[src/rtl/hazard_ctrl.sv]
// Pipeline hazard controller: load-use stalls, redirect flushes and EX operand forwarding.
// Optional performance counters are built when HAZARD_PERF_CNT_EN is defined.
module hazard_ctrl #(
    parameter int unsigned LD_STALL_CYC = 2,
    parameter int unsigned FLUSH_CYC    = 1,
    parameter int unsigned CNT_W        = 16
) (
    input  logic             pad_clk,
    input  logic             pad_rst_n,
    input  logic             id_valid,
    input  logic [4:0]       id_rs1,
    input  logic [4:0]       id_rs2,
    input  logic             id_uses_rs1,
    input  logic             id_uses_rs2,
    input  logic [6:0]       ex_opcode,
    input  logic [4:0]       ex_rd,
    input  logic [4:0]       ex_rs1,
    input  logic [4:0]       ex_rs2,
    input  logic             ex_uses_rs1,
    input  logic             ex_uses_rs2,
    input  logic [6:0]       mem_opcode,
    input  logic [4:0]       mem_rd,
    input  logic [6:0]       wb_opcode,
    input  logic [4:0]       wb_rd,
    input  logic             redirect,
    output logic             pc_stuck,
    output logic             if2id_hold,
    output logic             id2ex_bubble,
    output logic             flush_if2id,
    output logic             flush_id2ex,
    output logic             flush_ex2mem,
    output logic [1:0]       fwd_rs1_sel,
    output logic [1:0]       fwd_rs2_sel,
    output logic [CNT_W-1:0] stall_cnt,
    output logic [CNT_W-1:0] flush_cnt
);

    localparam logic [6:0] OP_LOAD  = 7'b0000011;
    localparam logic [6:0] OP_OPRI  = 7'b0010011;
    localparam logic [6:0] OP_OPRR  = 7'b0110011;
    localparam logic [6:0] OP_LUI   = 7'b0110111;
    localparam logic [6:0] OP_AUIPC = 7'b0010111;
    localparam logic [6:0] OP_JAL   = 7'b1101111;
    localparam logic [6:0] OP_JALR  = 7'b1100111;

    localparam logic [1:0] FLUSH_LOAD = (FLUSH_CYC > 0) ? 2'(FLUSH_CYC - 1) : 2'd0;
    localparam logic [1:0] LD_LOAD    = (LD_STALL_CYC > 1) ? 2'(LD_STALL_CYC - 2) : 2'd0;

    typedef enum logic [1:0] {StRun, StLdStall, StFlush} state_e;

    state_e     state_q, state_d;
    logic [1:0] cnt_q, cnt_d;
    logic       load_use;
    logic       stuck_c, hold_c, bubble_c, fl_if_c, fl_id_c, fl_ex_c;
    logic [1:0] sel1_c, sel2_c;

    function automatic logic is_producer(input logic [6:0] op);
        return (op == OP_OPRI) || (op == OP_OPRR) || (op == OP_LUI) ||
               (op == OP_AUIPC) || (op == OP_JAL) || (op == OP_JALR);
    endfunction

    assign load_use = id_valid && (ex_opcode == OP_LOAD) && (ex_rd != 5'd0) &&
                      ((id_uses_rs1 && (id_rs1 == ex_rd)) || (id_uses_rs2 && (id_rs2 == ex_rd)));

    always_ff @(posedge pad_clk or negedge pad_rst_n) begin
        if (!pad_rst_n) begin
            state_q <= StRun;
            cnt_q   <= 2'd0;
        end else begin
            state_q <= state_d;
            cnt_q   <= cnt_d;
        end
    end

    always_comb begin
        state_d  = state_q;
        cnt_d    = cnt_q;
        stuck_c  = 1'b0;
        hold_c   = 1'b0;
        bubble_c = 1'b0;
        fl_if_c  = 1'b0;
        fl_id_c  = 1'b0;
        fl_ex_c  = 1'b0;
        // A redirect overrides whatever the FSM was doing, including a pending stall.
        if (redirect) begin
            fl_if_c = 1'b1;
            fl_id_c = 1'b1;
            fl_ex_c = 1'b1;
            state_d = (FLUSH_CYC > 0) ? StFlush : StRun;
            cnt_d   = FLUSH_LOAD;
        end else begin
            unique case (state_q)
                StRun: begin
                    if (load_use) begin
                        stuck_c  = 1'b1;
                        hold_c   = 1'b1;
                        bubble_c = 1'b1;
                        if (LD_STALL_CYC > 1) begin
                            state_d = StLdStall;
                            cnt_d   = LD_LOAD;
                        end
                    end
                end
                StLdStall: begin
                    stuck_c  = 1'b1;
                    hold_c   = 1'b1;
                    bubble_c = 1'b1;
                    if (cnt_q == 2'd0) state_d = StRun;
                    else               cnt_d   = cnt_q - 2'd1;
                end
                StFlush: begin
                    fl_if_c = 1'b1;
                    if (cnt_q == 2'd0) state_d = StRun;
                    else               cnt_d   = cnt_q - 2'd1;
                end
                default: state_d = StRun;
            endcase
        end
    end

    always_comb begin
        sel1_c = 2'b00;
        sel2_c = 2'b00;
        if (ex_uses_rs1 && is_producer(mem_opcode) && (mem_rd != 5'd0) && (mem_rd == ex_rs1))
            sel1_c = 2'b01;
        else if (ex_uses_rs1 && ((wb_opcode == OP_LOAD) || is_producer(wb_opcode)) &&
                 (wb_rd != 5'd0) && (wb_rd == ex_rs1))
            sel1_c = 2'b10;
        if (ex_uses_rs2 && is_producer(mem_opcode) && (mem_rd != 5'd0) && (mem_rd == ex_rs2))
            sel2_c = 2'b01;
        else if (ex_uses_rs2 && ((wb_opcode == OP_LOAD) || is_producer(wb_opcode)) &&
                 (wb_rd != 5'd0) && (wb_rd == ex_rs2))
            sel2_c = 2'b10;
    end

    // Outputs are forced low while reset is asserted, independent of the inputs.
    assign pc_stuck     = stuck_c  & pad_rst_n;
    assign if2id_hold   = hold_c   & pad_rst_n;
    assign id2ex_bubble = bubble_c & pad_rst_n;
    assign flush_if2id  = fl_if_c  & pad_rst_n;
    assign flush_id2ex  = fl_id_c  & pad_rst_n;
    assign flush_ex2mem = fl_ex_c  & pad_rst_n;
    assign fwd_rs1_sel  = sel1_c & {2{pad_rst_n}};
    assign fwd_rs2_sel  = sel2_c & {2{pad_rst_n}};

`ifdef HAZARD_PERF_CNT_EN
    localparam logic [CNT_W-1:0] CNT_ONE = 1;
    logic [CNT_W-1:0] stall_q, flush_q;

    always_ff @(posedge pad_clk or negedge pad_rst_n) begin
        if (!pad_rst_n) begin
            stall_q <= '0;
            flush_q <= '0;
        end else begin
            if (pc_stuck && (stall_q != '1)) stall_q <= stall_q + CNT_ONE;
            if (redirect && (flush_q != '1)) flush_q <= flush_q + CNT_ONE;
        end
    end

    assign stall_cnt = stall_q;
    assign flush_cnt = flush_q;
`else
    assign stall_cnt = '0;
    assign flush_cnt = '0;
`endif

endmodule

[config.mk]
export PLATFORM = sky130hd
export DESIGN_NAME = hazard_ctrl
export DESIGN_NICKNAME = d
export VERILOG_FILES = /design/src/rtl/hazard_ctrl.sv
export SDC_FILE = /design/constraint.sdc
export NUM_CORES = 1
export LEC_CHECK = 0
export CELL_PAD_IN_SITES_DETAIL_PLACEMENT = 0
export CELL_PAD_IN_SITES_GLOBAL_PLACEMENT = 1
export CORE_AREA = 2 2 76 78
export CTS_CLUSTER_SIZE = 24
export DETAILED_ROUTE_END_ITERATION = 8
export DIE_AREA = 0 0 78 80
export PLACE_DENSITY = 0.95
export SKIP_LAST_GASP = 1
export SLEW_MARGIN = 40
export SYNTH_ARGS = -nofsm -noshare
export SYNTH_HDL_FRONTEND = slang
export SYNTH_SLANG_ARGS = --single-unit
export TNS_END_PERCENT = 20
[constraint.sdc]
create_clock -name pad_clk -period 3.6 [get_ports pad_clk]
set_clock_uncertainty 0.1 [all_clocks]
set_input_delay 0.9 -clock pad_clk [delete_from_list [all_inputs] [get_ports pad_clk]]
set_output_delay 0.9 -clock pad_clk [all_outputs]
set_load 0.01 [all_outputs]
# After elaboration in Yosys (flattened, before gate mapping)
# Cells that the tools add are included.
# classes
n_mux	18
n_reduce_logical	38
addsub	1
eq_ne	25
n_bitwise	5
# op_table
cell	count
$eq 5x5->1	6
$eq 7x5->1 const B	4
$eq 7x6->1 const B	4
$eq 7x7->1 const B	4
$mux 2	10
$logic_and 1x1->1	17
$reduce_bool 5->1	3
$eq 7x2->1 const B	2
$logic_or 1x1->1	12
$pmux 2 s2	2
$ne 3x3->1 const B	2
$mux 1	5
$and 2x2->2	2
$logic_not 2->1	2
$and 1x1->1	3
$ne 3x1->1 const B	1
$reduce_and 3->1	1
$reduce_bool 3->1	1
$eq 2x1->1 const B	1
$eq 2x2->1 const B	1
$pmux 1 s2	1
$reduce_and 2->1	1
$reduce_or 2->1	1
$sub 2x1->2 const B	1
# totals
output_inout_bits	42
register_bits	4
word_cells	89
in_bits	64

# Depth between registers and ports, before layout
# Gate-level depths: netlist (run 1).
# logic_depth
ltp_word	13
mapped_depth	8

# Worst setup path after synthesis (run 1)
# OpenSTA, ideal clock, no wires.
# synth_timing
path_kind	input -> output
from	input port ex_opcode[3]
to	output port if2id_hold
required_time_ns	2.600
t_arrival_ns	2.279
path_stages	6
slack_ns	0.321
path_cell_list	nor4b_1 nand4_1 a21oi_2 a31oi_1 nor3b_1 buf_4
# synth_via
elab_chain_cells	8
# synth_rtl
item	line_no	source
start: declaration	15	input logic [6:0] ex_opcode,
$eq 7x2->1	62	assign load_use = id_valid && (ex_opcode == OP_LOAD) && (ex_rd != 5'd0) &&
$logic_and 1x1->1 (3 in a row)	62	
$mux 1	-	
$pmux 1 s2	-	
$mux 1	-	
$and 1x1->1	-	
end: declaration	27	output logic if2id_hold,
# No other way between the ends.

# Worst setup path after layout (run 1)
# layout_timing
from	input port mem_rd[1]
to	output port fwd_rs2_sel[0]
# layout_via
elab_chain_cells	5
elab_cells_between_ends	6
classes_between	eq/ne: 1; mux: 1; bitwise: 1; reduce/logical: 3
# layout_rtl
item	line_no	source
start: declaration	22	input logic [4:0] mem_rd,
$reduce_bool 5->1	129	if (ex_uses_rs2 && is_producer(mem_opcode) && (mem_rd != 5'd0) && (mem_rd == ex_rs2))
$logic_and 1x1->1	129	
$logic_and 1x1->1 *	129	
$mux 2 *	129	
$and 2x2->2 *	144	assign fwd_rs2_sel = sel2_c & {2{pad_rst_n}};
end: declaration	33	output logic [1:0] fwd_rs2_sel,
# Mark *: on every way between the ends. The rest lies on a longest branch, timed or not.

==> results_dict.tcl, run 1 <==
set metrics [dict create \
    wire_per_inst_um 10.9 \
    leakage_nw 0.819 \
    ant_nets 0 \
    fin_area_mm2 0.00200 \
    cts.clk_slew.worst_paths_ns 0.03 \
    timing.final.ws_setup_ns -0.0325 \
    die_x_um 78 \
    grt-ovfl-total 0 \
    cell_internal_pwr_mw 0.308 \
    seqPwrFrac_pct 14.9 \
    cts_tree "built" \
    cts_max_path_buffers 2 \
    powerDensity_mw_per_mm2 245 \
    required_ns 2.60 \
    viasPerCell 3.97 \
    synth_area_per_cell_um2 7.99 \
    yosysTopAreaCellShare_pct 22.9 \
    violations "setup timing" \
    initial_core_util_pct 21.3 \
    switching_share_pct 37.4 \
    syn2layout_area_growth_pct 74.3 \
    synth_top_cell_by_area "buf_4" \
    synth_top_flop_cell "dfrtp_1" \
    layout_min_cycle_time_ns 3.63 \
    synth.area.top_cells "buf_4 23%, xnor2_1 12%, xor2_1 12%, dfrtp_1 8.7%, ha_1 4.4%" \
    synth_warnings 0 \
    grt.met1_usage_pct 12.2 \
    die_h_um 80 \
    num_vias 1212 \
    drc 0 \
    ys_types 41 \
    grt_pass1_wl_um 5420 \
    critPathArrivalTime_ns 2.63 \
    synth_edf_count 0 \
    die_area_mm2 0.00624 \
    place_congestion 0.794 \
    antenna_found_initial 0 \
    grt_pass1_vias 1234 \
    path_max_fanout 2 \
    drv_slew 0 \
    async_flop_share_pct 100 \
    grt_use_total_pct 10.6 \
    placed_area_mm2 0.00196 \
    grt.busiest_layer "met2" \
    grt_max_degree 11 \
    rrSetupSlack_ns 1.70 \
    crit_type "primary input to output port" \
    vdd_drop_max_uv 147 \
    tns_ns -0.0325 \
    pwr-share-clk_pct 19.8 \
    synthCells 144 \
    timing.fmax_mhz 275 \
    hpwl_um 3040 \
    cts_root_buf "clkbuf_8" \
    utilization_pct 37.1 \
    synth_seq_cells 4 \
    min_period_over_period_pct 101 \
    finalHoldViolCount 0 \
    combPwrFrac_pct 65.3 \
    hold-worst-slack_ns 0.482 \
    end_kind "output port" \
    outcome "finished, violations left" \
    layout-drive-gt1-share_pct 18.9 \
    wl_um 3320 \
    synth_common_cells "35 x buf_4, 16 x xnor2_1, 16 x xor2_1" \
    numCtsBuffers 3 \
    grt.met3_usage_pct 1.81 \
    fillers 576 \
    io_pins 106 \
    drtIter0Drc 15 \
    hold_buffers 0 \
    power.total_mw 0.491 \
    rows 27 \
    nets 303 \
    use_met2_pct 19.9 \
    startpoint_type "primary input" \
    clk_latency_ns 0.22 \
    port_buffers 73 \
    switching_power_mw 0.184 \
    rsz0062_at_grt "true" \
    finalSetupViolCount 1 \
    core_area_mm2 0.00541 \
    num_antenna_cells 0 \
    hp-class "register to register" \
    ys_seq_area_share_pct 8.71 \
    synth_most_common_cell "buf_4" \
    syn_area_mm2 0.00115 \
    clock_sinks 4 \
    drtPass1Iterations 4 \
    htree_levels 1 \
    drv_cap 0 \
]
==> cell type report <==
| class | count | area [µm²] | share of cell area, % |
|---|---|---|---|
| Multi-Input combinational cell | 129 | 908 | 45.3 |
| Sequential cell | 4 | 100 | 4.99 |
| Clock buffer | 3 | 41.3 | 2.06 |
| Tap cell | 72 | 90.1 | 4.49 |
| Timing Repair Buffer | 92 | 846 | 42.2 |
| Inverter | 5 | 18.8 | 0.936 |
==> state kept, by name (all words and copies together) (netlist names) <==
name,flops
cnt_q,2
state_q,2
==> power by group through the flow <==
stage,logic [mW],clock network [mW],registers [mW]
2_1_floorplan,0.212,0,0.0689
3_3_place_gp,0.308,0,0.0721
3_5_place_dp,0.320,0,0.0720
4_1_cts,0.320,0.0996,0.0728
5_1_grt,0.359,0.103,0.0739
6_report,0.321,0.0975,0.0730
==> cell families (layout without fill, tap and decap cells) <==
kind of cell             Yosys count  in the layout  synth area share, %
AND/OR/NAND/NOR                   42             42                 24.2
XOR/XNOR                          32             32                 24.4
AO/OA/AOI/OAI                     19             19                 12.9
adder cells (fa/ha/maj)            4              4                 4.35
buffers and inverters             42            100                 25.1
flip-flops                         4              4                 8.71
other                              1             32                0.326
==> placed cells by master, fill, tap and decap left out, types with 2 or more instances in the layout <==
master / count
a21oi_1: 4
a21oi_2: 2
a31oi_1: 2
and2_1: 3
and4_4: 2
buf_2: 2
buf_4: 19
clkbuf_2: 4
clkbuf_8: 3
clkdlybuf4s50_1: 65
conb_1: 32
dfrtp_1: 4
ha_1: 4
inv_1: 5
nand2_1: 5
nand3_1: 3
nand4_1: 3
nand4b_1: 2
nor2_1: 4
nor2b_1: 2
nor3_1: 2
nor3_2: 2
nor4_1: 2
nor4_2: 2
xnor2_1: 15
xor2_1: 16
==> metrics by stage <==
step | setup WS [ns] | cells
after floorplan | 0.321 | 175
after global placement | -0.435 | 302
after detailed placement | -0.458 | 302
after CTS | -0.0913 | 305
after global routing | -0.0976 | 305
final | -0.0325 | 305
==> worst max-delay path, stage by stage <==
cell and delay [ns]:
clkdlybuf4s50_1 0.42, or4_4 0.54, o211ai_2 0.17, a21oi_2 0.07, and4_4 0.18, and2_1 0.15
clkdlybuf4s15_1 0.22
==> metal layers <==
metal / part of all wire (%) / vias up
met3: 7.4 / 4
met1: 39 / 530
met4: 1.1 / 0
li1: - / 620
met2: 52 / 58
met5: 0 / -
==> final timing paths <==
| kind | from | endpoint | cells past startpoint |
|---|---|---|---|
| max | mem_rd[1] | fwd_rs2_sel[0] | 7 |
| min in group asynchronous | pad_rst_n | cnt_q[0] | 2 |
| min | state_q[0] | state_q[0] | 2 |
| min reg2reg | state_q[0] | state_q[0] | 2 |
| max reg2reg | state_q[1] | cnt_q[1] | 5 |
| max in group asynchronous | pad_rst_n | state_q[0] | 2 |
==> repair_timing <==
action | CTS | global route
endpoints found under the setup margin | 7 | 7
setup buffers | 0 | 0
pin swaps | 3 | 4
gates resized for setup | 16 | 12
Power figures use the tool's default switching activity.
==> inputs of run 2 (changes only) <==
--- a/config.mk
+++ b/config.mk
@@ -7,10 +7,10 @@
 export LEC_CHECK = 0
 export CELL_PAD_IN_SITES_DETAIL_PLACEMENT = 0
 export CELL_PAD_IN_SITES_GLOBAL_PLACEMENT = 1
-export CORE_AREA = 2 2 76 78
+export CORE_AREA = 2 2 106 57
 export CTS_CLUSTER_SIZE = 24
 export DETAILED_ROUTE_END_ITERATION = 8
-export DIE_AREA = 0 0 78 80
+export DIE_AREA = 0 0 108 59
 export PLACE_DENSITY = 0.95
 export SKIP_LAST_GASP = 1
 export SLEW_MARGIN = 40
==> run 2 against run 1 <==
Compared with the run above:
- the run now ends clean
- sequential share of layout area grew 0.11 points
- via count grew 0.58%
- core utilization shrank 0.43 points
- clock power shrank 3.9%
- non-clock buffer count shrank 4
- first-iteration DRC count grew 67%
- routed wire length grew 1.1%
- total power shrank 1.0%
- worst setup slack gained 0.072 ns
- die area grew 2.1%
- critical path type unchanged
- critical endpoint is now fwd_rs1_sel[1]
- highest routed layer unchanged
==> results_dict.tcl, run 2 (synthesis results as in run 1) <==
set metrics [dict create \
    outcome "completed" \
    crit_type "primary input to output port" \
    layout-drive-gt1-share_pct 17.5 \
    numCtsBuffers 3 \
    timing.fmax_mhz 281 \
    layout_common_cells "66 x clkdlybuf4s50_1, 32 x conb_1, 16 x xor2_1, 16 x xnor2_1, 15 x buf_4" \
    grt_use_total_pct 10.0 \
    viasPerCell 4.04 \
    num_vias 1219 \
    path_max_fanout 2 \
    wire_per_inst_um 11.1 \
    startpoint_type "primary input" \
    hpwl_um 3030 \
    grt-ovfl-total 0 \
    reg_top3 "cnt_q x2, state_q x2" \
    met2RoutedLength_um 1820 \
    utilization_pct 36.7 \
    hold_depth 2 \
    met1_length_um 1210 \
    grt_pass1_wl_um 5060 \
    dp_cells 299 \
    rsz0062_at_grt "true" \
    syn2layout_area_growth_pct 70.5 \
    place_congestion 0.761 \
    fin_cells 302 \
    vdd_drop_max_uv 111 \
    end_kind "output port" \
    wl_met3_um 267 \
    drv_slew 0 \
    rows 19 \
    drc 0 \
    fin_area_mm2 0.00196 \
    die_area_mm2 0.00637 \
    io_pins 106 \
    switching_power_mw 0.182 \
    wl_um 3350 \
    grt_max_degree 11 \
    routed.top_layer "met4" \
    cts.clk_slew.worst_paths_ns 0.03 \
    cell_internal_pwr_mw 0.304 \
    clk_latency_ns 0.22 \
    ff2ff_path_depth 5 \
    fillers 537 \
    antenna_found_initial 0 \
    finalSetupViolCount 0 \
    die_x_um 108 \
    die_h_um 59 \
    ant_nets 0 \
    final_common_cell "clkdlybuf4s50_1" \
    switching_share_pct 37.4 \
    htree_levels 1 \
    port_buffers 73 \
    cts_root_buf "clkbuf_8" \
    layout_min_cycle_time_ns 3.56 \
    finalHoldViolCount 0 \
    timing.final.ws_setup_ns 0.0398 \
    drv_cap 0 \
    cts_tree "built" \
    pre_cts_ws_ns -0.430 \
    leakage_nw 0.784 \
    hp-class "register to register" \
    hold-worst-slack_ns 0.475 \
    pwr-share-clk_pct 19.3 \
    seqPwrFrac_pct 14.7 \
    initial_core_util_pct 21.5 \
    core_area_mm2 0.00535 \
    required_ns 2.60 \
    nets 299 \
    grt_pass1_vias 1275 \
    powerDensity_mw_per_mm2 248 \
    drtIter0Drc 25 \
    placed_area_mm2 0.00193 \
    drtPass1Iterations 4 \
    num_antenna_cells 0 \
    min_period_over_period_pct 98.9 \
    cts_max_path_buffers 2 \
    critPathArrivalTime_ns 2.56 \
    combPwrFrac_pct 66.1 \
    clock_sinks 4 \
    postCtsSetupBuffers 0 \
]
-- run 2: cell types whose count changed in the layout (fill, tap and decap cells not counted), sizes merged --
cell / delta
buf: -4
clkbuf: +1
clkdlybuf4s15: -1
clkdlybuf4s50: +1
dlymetal6s2s: -1
-- run 2: timing repair --
item,in CTS,in global routing
resized for setup,17,10
setup endpoints to repair,7,7
pin swaps,2,2
hold buffers,0,0
hold endpoints to repair,0,0
-- run 2: final cells by class --
cell class / count / area [µm²] / area share (%)
Clock buffer: 3 / 41.3 / 2.11
Inverter: 5 / 18.8 / 0.957
Multi-Input combinational cell: 129 / 901 / 45.9
Sequential cell: 4 / 100 / 5.11
Tap cell: 73 / 91.3 / 4.66
Timing Repair Buffer: 88 / 808 / 41.2
-- run 2: critical path: stages --
cell	delay, ns
clkdlybuf4s50_1	0.43
or4_4	0.54
o211ai_2	0.16
a21oi_2	0.06
and4_4	0.17
nor3_2	0.15
buf_2	0.15
-- run 2: stage by stage --
step / total power [mW] / TNS [ns]
3_3_place_gp: 0.374 / -2.73
4_1_cts: 0.487 / -0.308
6_report: 0.486 / 0
3_5_place_dp: 0.389 / -2.74
2_1_floorplan: 0.281 / 0
5_1_grt: 0.522 / -0.287
-- run 2: path summary, 6_finish.rpt --
check	start	to	slack [ns]
max reg2reg	state_q[1]	cnt_q[1]	1.68
max	mem_rd[1]	fwd_rs1_sel[1]	0.04
min reg2reg	state_q[0]	state_q[0]	0.48
min in group asynchronous	pad_rst_n	state_q[0]	1.04
min	state_q[0]	state_q[0]	0.48
max in group asynchronous	pad_rst_n	cnt_q[1]	2.25
-- run 2: metal layers --
layer | up-vias | GRT usage (%)
li1 | 606 | -
met5 | - | 0
met4 | 0 | 4.40
met1 | 543 | 9.31
met3 | 5 | 1.10
met2 | 65 | 22.2
-- run 2: power groups by stage --
stage | Sequential (mW) | Clock (mW) | Combinational, mW
2_1_floorplan | 0.0689 | 0 | 0.212
3_3_place_gp | 0.0709 | 0 | 0.303
3_5_place_dp | 0.0722 | 0 | 0.317
4_1_cts | 0.0716 | 0.0942 | 0.321
5_1_grt | 0.0734 | 0.0969 | 0.352
6_report | 0.0713 | 0.0937 | 0.321
